### config.mk
export PLATFORM = sky130hd
export DESIGN_NAME = register_file_2r1w
export DESIGN_NICKNAME = d
export VERILOG_FILES = /design/src/rtl/register_file_2r1w.sv
export SDC_FILE = /design/constraint.sdc
export NUM_CORES = 2
export LEC_CHECK = 0
export CORE_MARGIN = 2
export CORE_UTILIZATION = 46
export CTS_CLUSTER_DIAMETER = 60
export CTS_CLUSTER_SIZE = 16
export DETAILED_ROUTE_END_ITERATION = 16
export GPL_TIMING_DRIVEN = 0
export SLEW_MARGIN = 10
export SYNTH_ARGS = -nofsm -noshare
export SYNTH_HDL_FRONTEND = slang
export SYNTH_SLANG_ARGS = --single-unit
### constraint.sdc
create_clock -name clk -period 5.8 [get_ports clk]
set_input_delay 1.16 -clock clk [delete_from_list [all_inputs] [get_ports clk]]
set_output_delay 1.16 -clock clk [all_outputs]
set_load 0.005 [all_outputs]
### src/rtl/register_file_2r1w.sv
// rtl/register_file_2r1w.sv - 2-read 1-write integer register file with optional write bypass
// x0 reads as zero everywhere; reads are asynchronous so storage is flops, not RAM.

module register_file_2r1w #(
  parameter int DATA_WIDTH = 32,
  parameter int ADDR_WIDTH = 5,
  parameter int BYPASS     = 1
) (
  input  logic                  clk,
  input  logic                  reset_n,
  input  logic [ADDR_WIDTH-1:0] read_addr1,
  input  logic [ADDR_WIDTH-1:0] read_addr2,
  output logic [DATA_WIDTH-1:0] read_data1,
  output logic [DATA_WIDTH-1:0] read_data2,
  input  logic                  write_enable,
  input  logic [ADDR_WIDTH-1:0] write_addr,
  input  logic [DATA_WIDTH-1:0] write_data,
  input  logic [ADDR_WIDTH-1:0] debug_addr,
  output logic [DATA_WIDTH-1:0] debug_data
);

  localparam int DEPTH = 1 << ADDR_WIDTH;

  logic [DATA_WIDTH-1:0] regs [DEPTH];
  logic [DEPTH-1:0]      wr_sel;
  logic                  wr_valid;
  logic                  bypass_en;

  assign wr_valid  = write_enable && (write_addr != '0);
  assign bypass_en = (BYPASS != 0) && reset_n && wr_valid;

  // One-hot write decode; bit 0 never asserts, so x0 keeps its reset value of zero.
  always_comb begin
    wr_sel = '0;
    if (wr_valid) begin
      wr_sel[write_addr] = 1'b1;
    end
  end

  always_ff @(posedge clk or negedge reset_n) begin
    if (!reset_n) begin
      for (int i = 0; i < DEPTH; i++) begin
        regs[i] <= '0;
      end
    end else begin
      for (int i = 0; i < DEPTH; i++) begin
        if (wr_sel[i]) begin
          regs[i] <= write_data;
        end
      end
    end
  end

  always_comb begin
    read_data1 = regs[read_addr1];
    if (bypass_en && (read_addr1 == write_addr)) begin
      read_data1 = write_data;
    end
    if (!reset_n || (read_addr1 == '0)) begin
      read_data1 = '0;
    end
  end

  always_comb begin
    read_data2 = regs[read_addr2];
    if (bypass_en && (read_addr2 == write_addr)) begin
      read_data2 = write_data;
    end
    if (!reset_n || (read_addr2 == '0)) begin
      read_data2 = '0;
    end
  end

  // Debug port shows only committed state, never the in-flight write.
  always_comb begin
    debug_data = regs[debug_addr];
    if (!reset_n || (debug_addr == '0)) begin
      debug_data = '0;
    end
  end

endmodule

==> results.env <==
WORST_EP_REQUIRED_TIME_NS=4.64
SYNTH-MAIN-FF-CELL='sky130_fd_sc_hd__dfrtp_1'
MET1_USAGE_PCT=55.1
GP_CONGESTION=1.06
DOMINANT_CELL_BY_COUNT_IN_THE_SYNTHESIZED_NETLIST='sky130_fd_sc_hd__dfrtp_1'
MIN_PATH_TYPE='primary input to async pin'
DIEAREA_SQ_UM=140000
OUTCOME='finished, violations left'
FINALMAXSLEWVIOLATIONS=0
POSTSYNTH.ASYNCRESETSHARE_PCT=100
FINAL_LAYOUT_SIZE_SUFFIX_GT1_SHARE_PCT=21.7
PLACEMENT.CELL_AREA_SQ_UM=66700
POWER_DENSITY_nW_PER_UM2=347
PLACE_WORST_SETUP_SLACK_NS=-1.30
POST_SYNTHESIS_CELLS=5338
GRT_FIRST_PASS_WIRELENGTH_MM=429
INITIAL_CORE_UTIL_PCT=46.4
MAX_FREQ_MHz=167
SLEW-LIMIT-HEADROOM_PCT=8.34
CTS.HTREE.LEVELS=4
SYNTH_AREA_PER_CELL_SQ_UM=11.8
TRITONCTS_CLOCK_TREE='yes'
FINAL.SETUP.TNS_NS=-2.56
FINALCLOCKSKEW_NS=0
DRT_PASS1_ITERATIONS=8
LARGEST_REG_FLOPS=1024
PLACEMENT.IO_BUFFERS=140
TOP_LEVEL_PORTS=151
TRITONCTS.NUM_BUFFERS=130
NETLIST-CELL-TYPE-COUNT=50
CP-START-KIND='primary input'
ANTENNA_FOUND_INITIAL=17
FINAL-HOLD-VIOLATION-COUNT=0
TIGHTEST_SLEW_NS=1.37
STAGES_ON_THE_WORST_SETUP_PATH=8
DIEWIDTH_MICRONS=374
FINAL.PERIOD_UTILIZATION_PCT=103
PLACEABLE_CORE_REGION_SQ_UM=135000
SYNTH-SEQ-AREA-SHARE_PCT=40.8
POSTLAYOUTCELLAREA_SQ_UM=72300
R2R_START='regs[163]$_DFFE_PN0P_'
TIMING.REG2REG.WORST_PATH_DEPTH=1
TRACK_USAGE_PCT=45.0
DETAILED_ROUTE_VIAS_PER_INSTANCE=7.11
GROUTE.LAYER.MET3.USAGE_PCT=12.9
NUMBER_OF_GLOBAL_ROUTE_VIAS_BEFORE_REPAIR=51916
GRT_SETUP_UNREPAIRED='true'
ROUTED_WL_MM=315
FIN_CRIT_NS=5.98
MET2_USAGE_PCT=64.3
HOLD_SLACK_NS=0.233
DRC=0
GRT_START_MAX_NET_PINS=161
VIA_COUNT=53531
SETUP-VIOLATIONS-FINAL=41
SYNTH_XOR_XNOR_AREA_SHARE_PCT=0.139
FILLCELL_TOTAL=11954
WORST_PATH_DOMINANT_CELL_FAMILY='buffers and inverters'
WORST_SETUP_PATH_END_KIND='primary output'
CAP_VIOL_MAX_COUNT=0
MAX-CLOCK-PATH-BUFFERS=3
POST_SYNTH_MAIN_AREA_CONTRIBUTORS='sky130_fd_sc_hd__dfrtp_1 41%, sky130_fd_sc_hd__mux4_2 17%, sky130_fd_sc_hd__mux2i_1 8.2%'
SYNTH-COMPOUND-AREA-SHARE_PCT=13.3
YS_FF_LATCH=1024
CRITICAL_PATH_BUF_INV_COUNT=4
VIOLATIONS_IN_THE_FINAL_REPORTS='negative setup slack'
WORST_SLACK_SETUP_FINAL_NS=-0.183
ROWS=135
GRT_OVERFLOW_TOTAL=0
CRIT_TOP_CELL='sky130_fd_sc_hd__clkdlybuf4s50_1'
IR_DROP_V=0.000245
DPL.HPWL_MM=239
GRT_BUSIEST_LAYER='met2'
AREAGROWTHSYNTHTOFINISH_PCT=15.0
CLOCK_ROOT_BUFFER='sky130_fd_sc_hd__clkbuf_16'
R2R_SLACK_NS=4.93
YOSYSWARNINGS=0
SYNTH_TOP_FAMILY_BY_AREA='multiplexers'
CTS.SINKS=1024
CRIT_PATH_CELL_TRACE='clkdlybuf4s50_1, buf_4, clkbuf_1, nor2b_1, o22ai_1, nand3_1, o211ai_1, clkdlybuf4s50_1'
SYNTHTOPCELLSBYCOUNT='1024 x sky130_fd_sc_hd__dfrtp_1, 595 x sky130_fd_sc_hd__nand2_1, 513 x sky130_fd_sc_hd__mux2i_1, 481 x sky130_fd_sc_hd__mux4_2, 422 x sky130_fd_sc_hd__o21ai_0'
LAYOUT_TOP_REGISTERS='regs: 1024 flops'
CRITPATHARRIVALTIME_NS=4.82
SYNTH_LARGEST_AREA_CELL='sky130_fd_sc_hd__dfrtp_1'
SYN_AREA_SQ_UM=62800
SYNTH-ADDER-AREA-SHARE_PCT=0
SYNTHESIS.NETS=5393
SYNTH_EDF_COUNT=0
CP-STARTPOINT='read_addr2[2]'
CLK_PIN_SLEW_WORST_PATHS_NS=0.06
SLOWEST_DELAY_NS=1.01
REGISTERS.TOP_BY_FF_COUNT='regs'
POST_SYNTH_AND_OR_NAND_NOR_AREA_FRACTION_PCT=5.12
SYNTH.AREA.MUX_SHARE_PCT=35.7
SLOWEST_STAGE='sky130_fd_sc_hd__clkbuf_1'
YOSYSTOPAREACELLSHARE_PCT=40.8
TOTAL_LEAKAGE_POWER_nW=30.9
ROUTE.DETAILED.WL_PER_INST_MICRONS=41.9
NNETSFINAL=5683
CLOCK_LATENCY_NS=0.78
DR.FIRST_ITER.DRC_COUNT=7591
CRITPATHKIND='primary input to primary output'
ANT_NETS=0
CP_MAX_FO=10
DIEHEIGHT_MICRONS=374
[logic make-up (layout without fill, tap and decap cells)]
logic type | count (synthesis) | after routing
other cells | 0 | 12
mux | 1568 | 1568
simple gates | 778 | 778
compound gates | 1287 | 1287
flops | 1024 | 1024
buf+inv | 671 | 1064
xor+xnor | 10 | 10
[timing repair]
action	4_1_cts	5_1_grt
endpoints found under the hold margin	0	0
pin swaps	3	4
hold buffers	0	0
buffers inserted	4	2
setup endpoints to repair	96	79
resized for setup	127	111
gates cloned	5	1
[final cells by class]
class / count / area, sq um / share of cell area (%)
sequential: 1024 / 25600 / 35.5
tap: 1781 / 2230 / 3.08
buffer: 569 / 2890 / 4.00
multi-input combinational: 3643 / 34700 / 48.0
antenna: 12 / 30.0 / 0.0416
inverter: 100 / 379 / 0.525
timing repair buffer: 160 / 1880 / 2.60
clock inverter: 75 / 890 / 1.23
clock buffer: 160 / 3630 / 5.03
[routing by layer]
metal / up-vias / part of all wire, %
met5: - / 0.028
met4: 14 / 11
met3: 972 / 10
met2: 3487 / 42
met1: 27903 / 36
li1: 21155 / -
[path summary, 6_finish.rpt]
kind	end
max	read_data2[29]
min	regs[964]$_DFFE_PN0P_
max reg2reg	regs[163]$_DFFE_PN0P_
min reg2reg	regs[1021]$_DFFE_PN0P_
max in group asynchronous	regs[539]$_DFFE_PN0P_
min in group clk	regs[1021]$_DFFE_PN0P_
[layout by cell type, fill, tap and decap left out, drive strengths merged, types with 34 or more instances in the layout]
cell | netlist | layout
a22oi | 96 | 96
mux2i | 513 | 513
nor2 | 57 | 57
o21ai | 511 | 511
o22ai | 158 | 158
nor2b | 34 | 34
a221oi | 64 | 64
or3 | 34 | 34
inv | 54 | 76
mux4 | 481 | 481
nand3 | 35 | 35
mux2 | 574 | 574
a21oi | 130 | 130
clkbuf | 345 | 502
clkdlybuf4s50 | 0 | 139
buf | 226 | 243
o221ai | 130 | 130
nand2 | 595 | 595
a221o | 95 | 95
dfrtp | 1024 | 1024
clkinv | 46 | 71
[metrics by stage]
stage	std cells	power, W	utilization (%)
finish	7524	0.0251	53.3
global route	7512	0.0257	53.3
CTS	7510	0.0248	53.1
detailed placement	7267	0.0160	49.2
global placement	7259	0.0159	49.1
floorplan	5338	0.0132	-
[where the power goes]
| part | total [W] | internal (W) | switching (W) |
|---|---|---|---|
| Sequential | 0.00985 | 0.00847 | 0.00138 |
| Combinational | 0.00650 | 0.00281 | 0.00368 |
| Clock | 0.00874 | 0.00511 | 0.00363 |
| Total | 0.0251 | 0.0164 | 0.00870 |
No activity file was read; power rests on OpenSTA's default activity.
